<file path="src/rtl/regfile_wb_arbiter_pkg.sv">
// rtl/regfile_wb_arbiter_pkg.sv - shared widths and write-request type for the regfile writeback arbiter
// Purpose : default register bus widths (RegBus / RegAddrBus) and the {addr, data} write request.
// Ports   : none (package).
package regfile_wb_arbiter_pkg;

    localparam int REG_BUS_W      = 32;
    localparam int REG_ADDR_BUS_W = 5;

    typedef logic [REG_BUS_W-1:0]      reg_bus_t;
    typedef logic [REG_ADDR_BUS_W-1:0] reg_addr_bus_t;

    typedef struct packed {
        reg_addr_bus_t addr;
        reg_bus_t      data;
    } wb_req_t;

endpackage

</file>
<file path="src/rtl/regfile_wb_arbiter_if.sv">
// rtl/regfile_wb_arbiter_if.sv - bundled writeback, regfile-write and lookup signals
// Purpose : groups both writeback requesters, the regfile write port and the hazard lookup.
// Ports   : master = writeback/decode side, slave = arbiter side.
interface regfile_wb_arbiter_if
    import regfile_wb_arbiter_pkg::*;
#(
    parameter int DATA_W = REG_BUS_W,
    parameter int ADDR_W = REG_ADDR_BUS_W
);
    logic              wb0_valid;
    logic [ADDR_W-1:0] wb0_addr;
    logic [DATA_W-1:0] wb0_data;
    logic              wb0_ready;
    logic              wb1_valid;
    logic [ADDR_W-1:0] wb1_addr;
    logic [DATA_W-1:0] wb1_data;
    logic              wb1_ready;
    logic              rf_we;
    logic [ADDR_W-1:0] rf_waddr;
    logic [DATA_W-1:0] rf_wdata;
    logic [ADDR_W-1:0] chk_addr;
    logic              chk_hit;
    logic              pend_busy;

    modport master (
        output wb0_valid, wb0_addr, wb0_data, wb1_valid, wb1_addr, wb1_data, chk_addr,
        input  wb0_ready, wb1_ready, rf_we, rf_waddr, rf_wdata, chk_hit, pend_busy
    );

    modport slave (
        input  wb0_valid, wb0_addr, wb0_data, wb1_valid, wb1_addr, wb1_data, chk_addr,
        output wb0_ready, wb1_ready, rf_we, rf_waddr, rf_wdata, chk_hit, pend_busy
    );
endinterface

</file>
<file path="src/rtl/regfile_wb_arbiter_wb_pend_fifo.sv">
// rtl/regfile_wb_arbiter_wb_pend_fifo.sv - pending-write FIFO with two address compare ports
// Purpose : holds buffered requester-1 writes; reports whether any valid entry matches an address.
// Ports   : clk/rst; push_i + push_addr_i/push_data_i; pop_i; head_addr_o/head_data_o; count_o;
//           cmp0_addr_i -> cmp0_hit_o, cmp1_addr_i -> cmp1_hit_o (raw match, no x0 filtering).
module wb_pend_fifo
    import regfile_wb_arbiter_pkg::*;
#(
    parameter  int DATA_W = REG_BUS_W,
    parameter  int ADDR_W = REG_ADDR_BUS_W,
    parameter  int DEPTH  = 2,
    localparam int PTR_W  = $clog2(DEPTH),
    localparam int CNT_W  = PTR_W + 1
) (
    input  logic              clk,
    input  logic              rst,
    input  logic              push_i,
    input  logic [ADDR_W-1:0] push_addr_i,
    input  logic [DATA_W-1:0] push_data_i,
    input  logic              pop_i,
    output logic [ADDR_W-1:0] head_addr_o,
    output logic [DATA_W-1:0] head_data_o,
    output logic [CNT_W-1:0]  count_o,
    input  logic [ADDR_W-1:0] cmp0_addr_i,
    output logic              cmp0_hit_o,
    input  logic [ADDR_W-1:0] cmp1_addr_i,
    output logic              cmp1_hit_o
);
    logic [ADDR_W-1:0] addr_q [DEPTH];
    logic [DATA_W-1:0] data_q [DEPTH];
    logic [PTR_W-1:0]  rd_ptr_q, rd_ptr_d;
    logic [PTR_W-1:0]  wr_ptr_q, wr_ptr_d;
    logic [CNT_W-1:0]  count_q, count_d;
    logic [PTR_W-1:0]  offset;
    logic              ent_valid;

    always_comb begin
        rd_ptr_d = rd_ptr_q;
        wr_ptr_d = wr_ptr_q;
        count_d  = count_q;
        if (push_i) wr_ptr_d = wr_ptr_q + PTR_W'(1);
        if (pop_i)  rd_ptr_d = rd_ptr_q + PTR_W'(1);
        case ({push_i, pop_i})
            2'b10:   count_d = count_q + CNT_W'(1);
            2'b01:   count_d = count_q - CNT_W'(1);
            default: count_d = count_q;
        endcase
    end

    always_ff @(posedge clk) begin
        if (rst) begin
            rd_ptr_q <= '0;
            wr_ptr_q <= '0;
            count_q  <= '0;
        end else begin
            rd_ptr_q <= rd_ptr_d;
            wr_ptr_q <= wr_ptr_d;
            count_q  <= count_d;
        end
    end

    // Storage needs no reset: occupancy is tracked solely by count_q.
    always_ff @(posedge clk) begin
        if (push_i) begin
            addr_q[wr_ptr_q] <= push_addr_i;
            data_q[wr_ptr_q] <= push_data_i;
        end
    end

    // A slot is live when its distance from the read pointer is below count;
    // the pointer subtraction wraps because DEPTH is a power of two.
    always_comb begin
        cmp0_hit_o = 1'b0;
        cmp1_hit_o = 1'b0;
        offset     = '0;
        ent_valid  = 1'b0;
        for (int i = 0; i < DEPTH; i++) begin
            offset    = PTR_W'(i) - rd_ptr_q;
            ent_valid = {1'b0, offset} < count_q;
            if (ent_valid && (addr_q[i] == cmp0_addr_i)) cmp0_hit_o = 1'b1;
            if (ent_valid && (addr_q[i] == cmp1_addr_i)) cmp1_hit_o = 1'b1;
        end
    end

    assign head_addr_o = addr_q[rd_ptr_q];
    assign head_data_o = data_q[rd_ptr_q];
    assign count_o     = count_q;

endmodule

</file>
<file path="src/rtl/regfile_wb_arbiter.sv">
// rtl/regfile_wb_arbiter.sv - shares the regfile write port between pipeline writeback and a long-latency unit
// Purpose : requester 1 is buffered and drained into idle write-port cycles, on a WAW conflict
//           with requester 0, or when the buffered head has waited STARVE_LIMIT cycles.
// Ports   : clk, rst (sync, active-high); bus (regfile_wb_arbiter_if.slave) carrying wb0_*, wb1_*,
//           rf_we/rf_waddr/rf_wdata, chk_addr/chk_hit and pend_busy.
module regfile_wb_arbiter
    import regfile_wb_arbiter_pkg::*;
#(
    parameter int DATA_W       = REG_BUS_W,
    parameter int ADDR_W       = REG_ADDR_BUS_W,
    parameter int DEPTH        = 2,
    parameter int STARVE_LIMIT = 4
) (
    input  logic                 clk,
    input  logic                 rst,
    regfile_wb_arbiter_if.slave  bus
);
    localparam int PTR_W    = $clog2(DEPTH);
    localparam int CNT_W    = PTR_W + 1;
    localparam int STARVE_W = $clog2(STARVE_LIMIT + 1);
    localparam logic [CNT_W-1:0]    DEPTH_C = CNT_W'(DEPTH);
    localparam logic [STARVE_W-1:0] LIMIT_C = STARVE_W'(STARVE_LIMIT);

    logic [CNT_W-1:0]    count;
    logic [ADDR_W-1:0]   head_addr;
    logic [DATA_W-1:0]   head_data;
    logic                wb0_hit;
    logic                chk_match;
    logic                push;
    logic                pop;
    logic                drain;
    logic                conflict;
    logic [STARVE_W-1:0] starve_cnt_q, starve_cnt_d;

    wb_pend_fifo #(
        .DATA_W (DATA_W),
        .ADDR_W (ADDR_W),
        .DEPTH  (DEPTH)
    ) u_fifo (
        .clk         (clk),
        .rst         (rst),
        .push_i      (push),
        .push_addr_i (bus.wb1_addr),
        .push_data_i (bus.wb1_data),
        .pop_i       (pop),
        .head_addr_o (head_addr),
        .head_data_o (head_data),
        .count_o     (count),
        .cmp0_addr_i (bus.wb0_addr),
        .cmp0_hit_o  (wb0_hit),
        .cmp1_addr_i (bus.chk_addr),
        .cmp1_hit_o  (chk_match)
    );

    always_comb begin
        // Draining an older buffered write to the same register first keeps WAW order.
        conflict = bus.wb0_valid && (bus.wb0_addr != '0) && wb0_hit;
        drain    = (count != '0) && (!bus.wb0_valid || conflict || (starve_cnt_q == LIMIT_C));
        pop      = drain && !rst;

        bus.wb1_ready = !rst && (count < DEPTH_C);
        // x0 handshakes are accepted but never stored.
        push          = bus.wb1_valid && bus.wb1_ready && (bus.wb1_addr != '0);
        bus.pend_busy = (count != '0);
        bus.chk_hit   = !rst && (bus.chk_addr != '0) && chk_match;

        if (drain) begin
            bus.wb0_ready = 1'b0;
            bus.rf_we     = !rst;
            bus.rf_waddr  = head_addr;
            bus.rf_wdata  = head_data;
        end else begin
            bus.wb0_ready = !rst;
            bus.rf_we     = !rst && bus.wb0_valid && (bus.wb0_addr != '0);
            bus.rf_waddr  = bus.wb0_addr;
            bus.rf_wdata  = bus.wb0_data;
        end

        if (pop || (count == '0)) begin
            starve_cnt_d = '0;
        end else if (starve_cnt_q != LIMIT_C) begin
            starve_cnt_d = starve_cnt_q + STARVE_W'(1);
        end else begin
            starve_cnt_d = starve_cnt_q;
        end
    end

    always_ff @(posedge clk) begin
        if (rst) starve_cnt_q <= '0;
        else     starve_cnt_q <= starve_cnt_d;
    end

endmodule

</file>
<file path="src/flat_wrapper.sv">
// flat-port wrapper written by rule: the top's interface ports become plain ports
module regfile_wb_arbiter_flat import regfile_wb_arbiter_pkg::*;
#(
    parameter int DATA_W       = REG_BUS_W,
    parameter int ADDR_W       = REG_ADDR_BUS_W,
    parameter int DEPTH        = 2,
    parameter int STARVE_LIMIT = 4
)
  (clk, rst, bus_wb0_valid, bus_wb0_addr, bus_wb0_data, bus_wb1_valid, bus_wb1_addr, bus_wb1_data, bus_chk_addr, bus_wb0_ready, bus_wb1_ready, bus_rf_we, bus_rf_waddr, bus_rf_wdata, bus_chk_hit, bus_pend_busy);
  regfile_wb_arbiter_if #(.DATA_W(DATA_W), .ADDR_W(ADDR_W)) bus_i ();
  input  logic clk;
  input  logic rst;
  input wire logic [$bits(bus_i.wb0_valid)-1:0] bus_wb0_valid;
  input wire logic [$bits(bus_i.wb0_addr)-1:0] bus_wb0_addr;
  input wire logic [$bits(bus_i.wb0_data)-1:0] bus_wb0_data;
  input wire logic [$bits(bus_i.wb1_valid)-1:0] bus_wb1_valid;
  input wire logic [$bits(bus_i.wb1_addr)-1:0] bus_wb1_addr;
  input wire logic [$bits(bus_i.wb1_data)-1:0] bus_wb1_data;
  input wire logic [$bits(bus_i.chk_addr)-1:0] bus_chk_addr;
  output wire logic [$bits(bus_i.wb0_ready)-1:0] bus_wb0_ready;
  output wire logic [$bits(bus_i.wb1_ready)-1:0] bus_wb1_ready;
  output wire logic [$bits(bus_i.rf_we)-1:0] bus_rf_we;
  output wire logic [$bits(bus_i.rf_waddr)-1:0] bus_rf_waddr;
  output wire logic [$bits(bus_i.rf_wdata)-1:0] bus_rf_wdata;
  output wire logic [$bits(bus_i.chk_hit)-1:0] bus_chk_hit;
  output wire logic [$bits(bus_i.pend_busy)-1:0] bus_pend_busy;
  assign bus_i.wb0_valid = bus_wb0_valid;
  assign bus_i.wb0_addr = bus_wb0_addr;
  assign bus_i.wb0_data = bus_wb0_data;
  assign bus_i.wb1_valid = bus_wb1_valid;
  assign bus_i.wb1_addr = bus_wb1_addr;
  assign bus_i.wb1_data = bus_wb1_data;
  assign bus_i.chk_addr = bus_chk_addr;
  assign bus_wb0_ready = bus_i.wb0_ready;
  assign bus_wb1_ready = bus_i.wb1_ready;
  assign bus_rf_we = bus_i.rf_we;
  assign bus_rf_waddr = bus_i.rf_waddr;
  assign bus_rf_wdata = bus_i.rf_wdata;
  assign bus_chk_hit = bus_i.chk_hit;
  assign bus_pend_busy = bus_i.pend_busy;
  regfile_wb_arbiter #(.DATA_W(DATA_W), .ADDR_W(ADDR_W), .DEPTH(DEPTH), .STARVE_LIMIT(STARVE_LIMIT)) u_core (.clk(clk), .rst(rst), .bus(bus_i));
endmodule
</file>
<file path="config.mk">
export PLATFORM = sky130hd
export DESIGN_NAME = regfile_wb_arbiter_flat
export DESIGN_NICKNAME = d
export VERILOG_FILES = /design/src/rtl/regfile_wb_arbiter_pkg.sv /design/src/rtl/regfile_wb_arbiter_if.sv /design/src/rtl/regfile_wb_arbiter_wb_pend_fifo.sv /design/src/rtl/regfile_wb_arbiter.sv /design/src/flat_wrapper.sv
export SDC_FILE = /design/constraint.sdc
export NUM_CORES = 1
export LEC_CHECK = 0
export BUFFER_PORTS_ARGS = -buffer_cell sky130_fd_sc_hd__buf_4
export CAP_MARGIN = 20
export CORE_ASPECT_RATIO = 0.5
export CORE_UTILIZATION = 51
export CTS_BUF_LIST = sky130_fd_sc_hd__clkbuf_16
export CTS_CLUSTER_DIAMETER = 200
export CTS_CLUSTER_SIZE = 12
export DETAILED_ROUTE_END_ITERATION = 8
export HOLD_SLACK_MARGIN = 0.15
export PLACE_DENSITY = 0.9
export SKIP_LAST_GASP = 1
export SYNTH_ARGS = -nofsm -noshare
export SYNTH_HDL_FRONTEND = slang
export SYNTH_SLANG_ARGS = --single-unit
</file>
<file path="constraint.sdc">
create_clock -name clk -period 3.4 [get_ports clk]
set_clock_uncertainty 0.2 [all_clocks]
set_input_delay 0.17 -clock clk [delete_from_list [all_inputs] [get_ports clk]]
set_output_delay 0.17 -clock clk [all_outputs]
set_load 0.02 [all_outputs]
</file>
==> results.json <==
{
  "n_antenna_cell": 0,
  "synth_cells": 246,
  "syn_area_per_cell_um2": 15.8,
  "worstSetupPathType": "register to primary output",
  "yosysTopAreaCellShare_pct": 57.0,
  "finalMaxSlewViolations": 0,
  "die_y_um": 63.8,
  "ys_warn_count": 0,
  "yosysUniqueCellTypes": 33,
  "seq_area_frac_synth_pct": 61.1,
  "wl_um": 9200,
  "reg2reg_slack_ns": 0.72,
  "num_vias": 2703,
  "drc": 3,
  "cts-hold-fix-buffers": 39,
  "worst_ep_required_time_ns": 3.03,
  "postLayoutCoreUtil_pct": 76.3,
  "finalNonFillerCells": 516,
  "synth_top_cell_by_area": "edfxtp_1",
  "grt_pass1_vias": 2855,
  "cp.arrival_ns": 2.72,
  "start_kind": "register",
  "nFillCells": 427,
  "path_max_fanout": 18,
  "timing.hold.ws_ns": 0.214,
  "max_slew_margin_pct": 29.6,
  "rows": 22,
  "cts.sink_count": 82,
  "design_area_um2": 5610,
  "ir_worst_vdd_v": 0.000325,
  "grt_usage_pct": 23.4,
  "failed_checks": "DRC",
  "clkLatencyLatePin_ns": 0.33,
  "dpl_worst_slack_ns": 0.709,
  "placedCellCount": 460,
  "cts-buffers-inserted": 9,
  "drt.antenna.violating_nets": 0,
  "drt-pass1-iter-count": 6,
  "tritoncts": "done",
  "drt_iter0_drc": 160,
  "routed_via_density": 5.24,
  "syn-num-nets": 332,
  "design.die.area_um2": 8010,
  "p_leak_nw": 2.18,
  "synthesis.area_um2": 3900,
  "cts.root.buffer_cell": "clkbuf_16",
  "core_area_um2": 7350,
  "die_x_um": 126,
  "tightest_slew_ns": 1.05,
  "fin_total_pwr_mw": 2.73,
  "gp_congestion": 0.936,
  "port_buffers": 124,
  "drive_gt1_share_pct": 52.1,
  "min_period_ns": 3.09,
  "post_cts_buffers": 0,
  "finalNetCount": 501,
  "fmax_mhz": 323,
  "start_util_pct": 53.0,
  "switching_power_mw": 0.719,
  "hold_viol": 0,
  "ys_ff_latch": 82,
  "pwr-share-comb_pct": 25.3,
  "cts_buffer_depth": 2,
  "clkSlewWorstSetupHoldPaths_ns": 0.06,
  "dpl_cell_area_um2": 4930,
  "pwr-share-clk_pct": 31.5,
  "rsz0062_at_grt": "false",
  "maxCapViolCount": 0,
  "overflow": 0,
  "syn2layout_area_growth_pct": 44.0,
  "pwr-share-seq_pct": 43.1,
  "synthTopCellsByArea": "edfxtp_1 57%, mux2_2 16%, mux2_4 7.3%",
  "fin_ws_ns": 0.309,
  "status": "finished with violations",
  "fin_tns_setup_ns": 0,
  "io_pins": 125,
  "sw_frac_of_total_pct": 26.3,
  "post-dp-hpwl_um": 5690,
  "antenna_found_initial": 0,
  "p_int_mw": 2.01,
  "setup_viol": 0,
  "p_per_area_nw_per_um2": 487,
  "grt_pass1_wl_um": 14000,
  "min_period_over_period_pct": 90.9,
  "htreeDepth": 3,
  "grt_max_degree": 38,
  "avgRoutedWirePerCell_um": 17.8,
  "post_cts_resized": 0,
  "min_path_type": "primary input to register",
  "critical_path.endpoint_type": "primary output"
}
layer usage:
metal	routed length, µm	up-vias	share of wire [%]	GRT usage, %
met2	5030	85	55	44.2
li1	-	1277	-	-
met5	0	-	0	0
met4	281	0	3.1	12.8
met1	3510	1316	38	24.4
met3	377	25	4.1	5.78
cells in the mapped netlist:
master and n:
edfxtp_1 74, mux2_2 55, mux2_4 19, xnor2_1 18, nor2_1 9, dfxtp_1 8
clkbuf_1 5, nand2_1 5, nor3_1 5, xor2_1 5, inv_1 4, o21ai_0 4
buf_6 3, ha_1 3, nand4_1 3, o211ai_1 3, or4_1 3, a21o_1 2
nor2b_1 2, nor4_1 2, or3_1 2, a21oi_1 1, a21oi_2 1, a22oi_1 1
a31oi_1 1, and2_1 1, and4_1 1, buf_2 1, nand3b_1 1, nor2_2 1
nor3b_1 1, o311a_2 1, o311ai_0 1
power by group through the flow:
stage / Clock [mW] / Sequential [mW] / Combinational [mW]
6_report: 0.861 / 1.18 / 0.692
5_1_grt: 0.908 / 1.18 / 0.730
2_1_floorplan: 0 / 1.19 / 0.408
4_1_cts: 0.866 / 1.18 / 0.681
3_3_place_gp: 0 / 1.19 / 0.622
3_5_place_dp: 0 / 1.20 / 0.641
kinds of logic after synthesis:
logic type / count (synthesis) / synth area share [%]
muxes: 74 / 23.2
adders and majority gates: 3 / 0.963
AOI/OAI and AO/OA: 15 / 2.70
buffers and inverters: 13 / 1.86
DFF: 82 / 61.1
and+or+nand+nor: 36 / 4.95
xor gates and xnor gates: 23 / 5.17
worst max-delay path, stage by stage (launching register included):
cell,delay [ns]
edfxtp_1,0.44
xnor2_1,0.22
nand4_1,0.18
or3_1,0.49
a21oi_4,0.17
buf_4,0.33
mux2_2,0.39
buf_4,0.16
flip-flops by register name, summed over array words and instances, names as in the netlist, named ones only:
| name | count |
|---|---|
| u_core.starve_cnt_q | 3 |
| u_core.u_fifo.data_q | 64 |
| u_core.u_fifo.count_o | 2 |
| u_core.u_fifo.rd_ptr_q | 1 |
| u_core.u_fifo.wr_ptr_q | 1 |
| u_core.u_fifo.addr_q | 10 |
final cells by class:
type / instances / area [µm²] / area share [%]
sequential: 82 / 2380 / 42.5
multi-input combinational: 151 / 1460 / 26.1
timing repair buffer: 167 / 1360 / 24.3
clock buffer: 9 / 225 / 4.01
tap: 96 / 120 / 2.14
clock inverter: 7 / 40.0 / 0.714
inverter: 4 / 15.0 / 0.268
layout by cell type (no fill, tap or decap), types with 4 or more instances in the layout:
cell type	count
xnor2_1	18
nor2_1	7
dfxtp_1	8
mux2_4	19
o21ai_0	4
clkbuf_16	9
inv_1	7
edfxtp_1	74
buf_4	127
xor2_1	5
nand2_1	5
dlygate4sd3_1	39
mux2_2	55
nor3_1	5
final timing paths:
path,depth (start not counted),to,from
worst max-delay path,7,bus_rf_wdata[11],u_core.u_fifo.addr_q[0][4]$_DFFE_PP_
worst min-delay path,5,register,bus_wb0_addr[4]
worst max register to register,8,u_core.u_fifo.count_o[1]$_SDFFE_PP0P_,u_core.u_fifo.addr_q[0][4]$_DFFE_PP_
worst min register to register,1,u_core.starve_cnt_q[0]$_SDFFE_PP0N_,u_core.starve_cnt_q[0]$_SDFFE_PP0N_
Note: power is estimated with default switching activity, not from simulation.
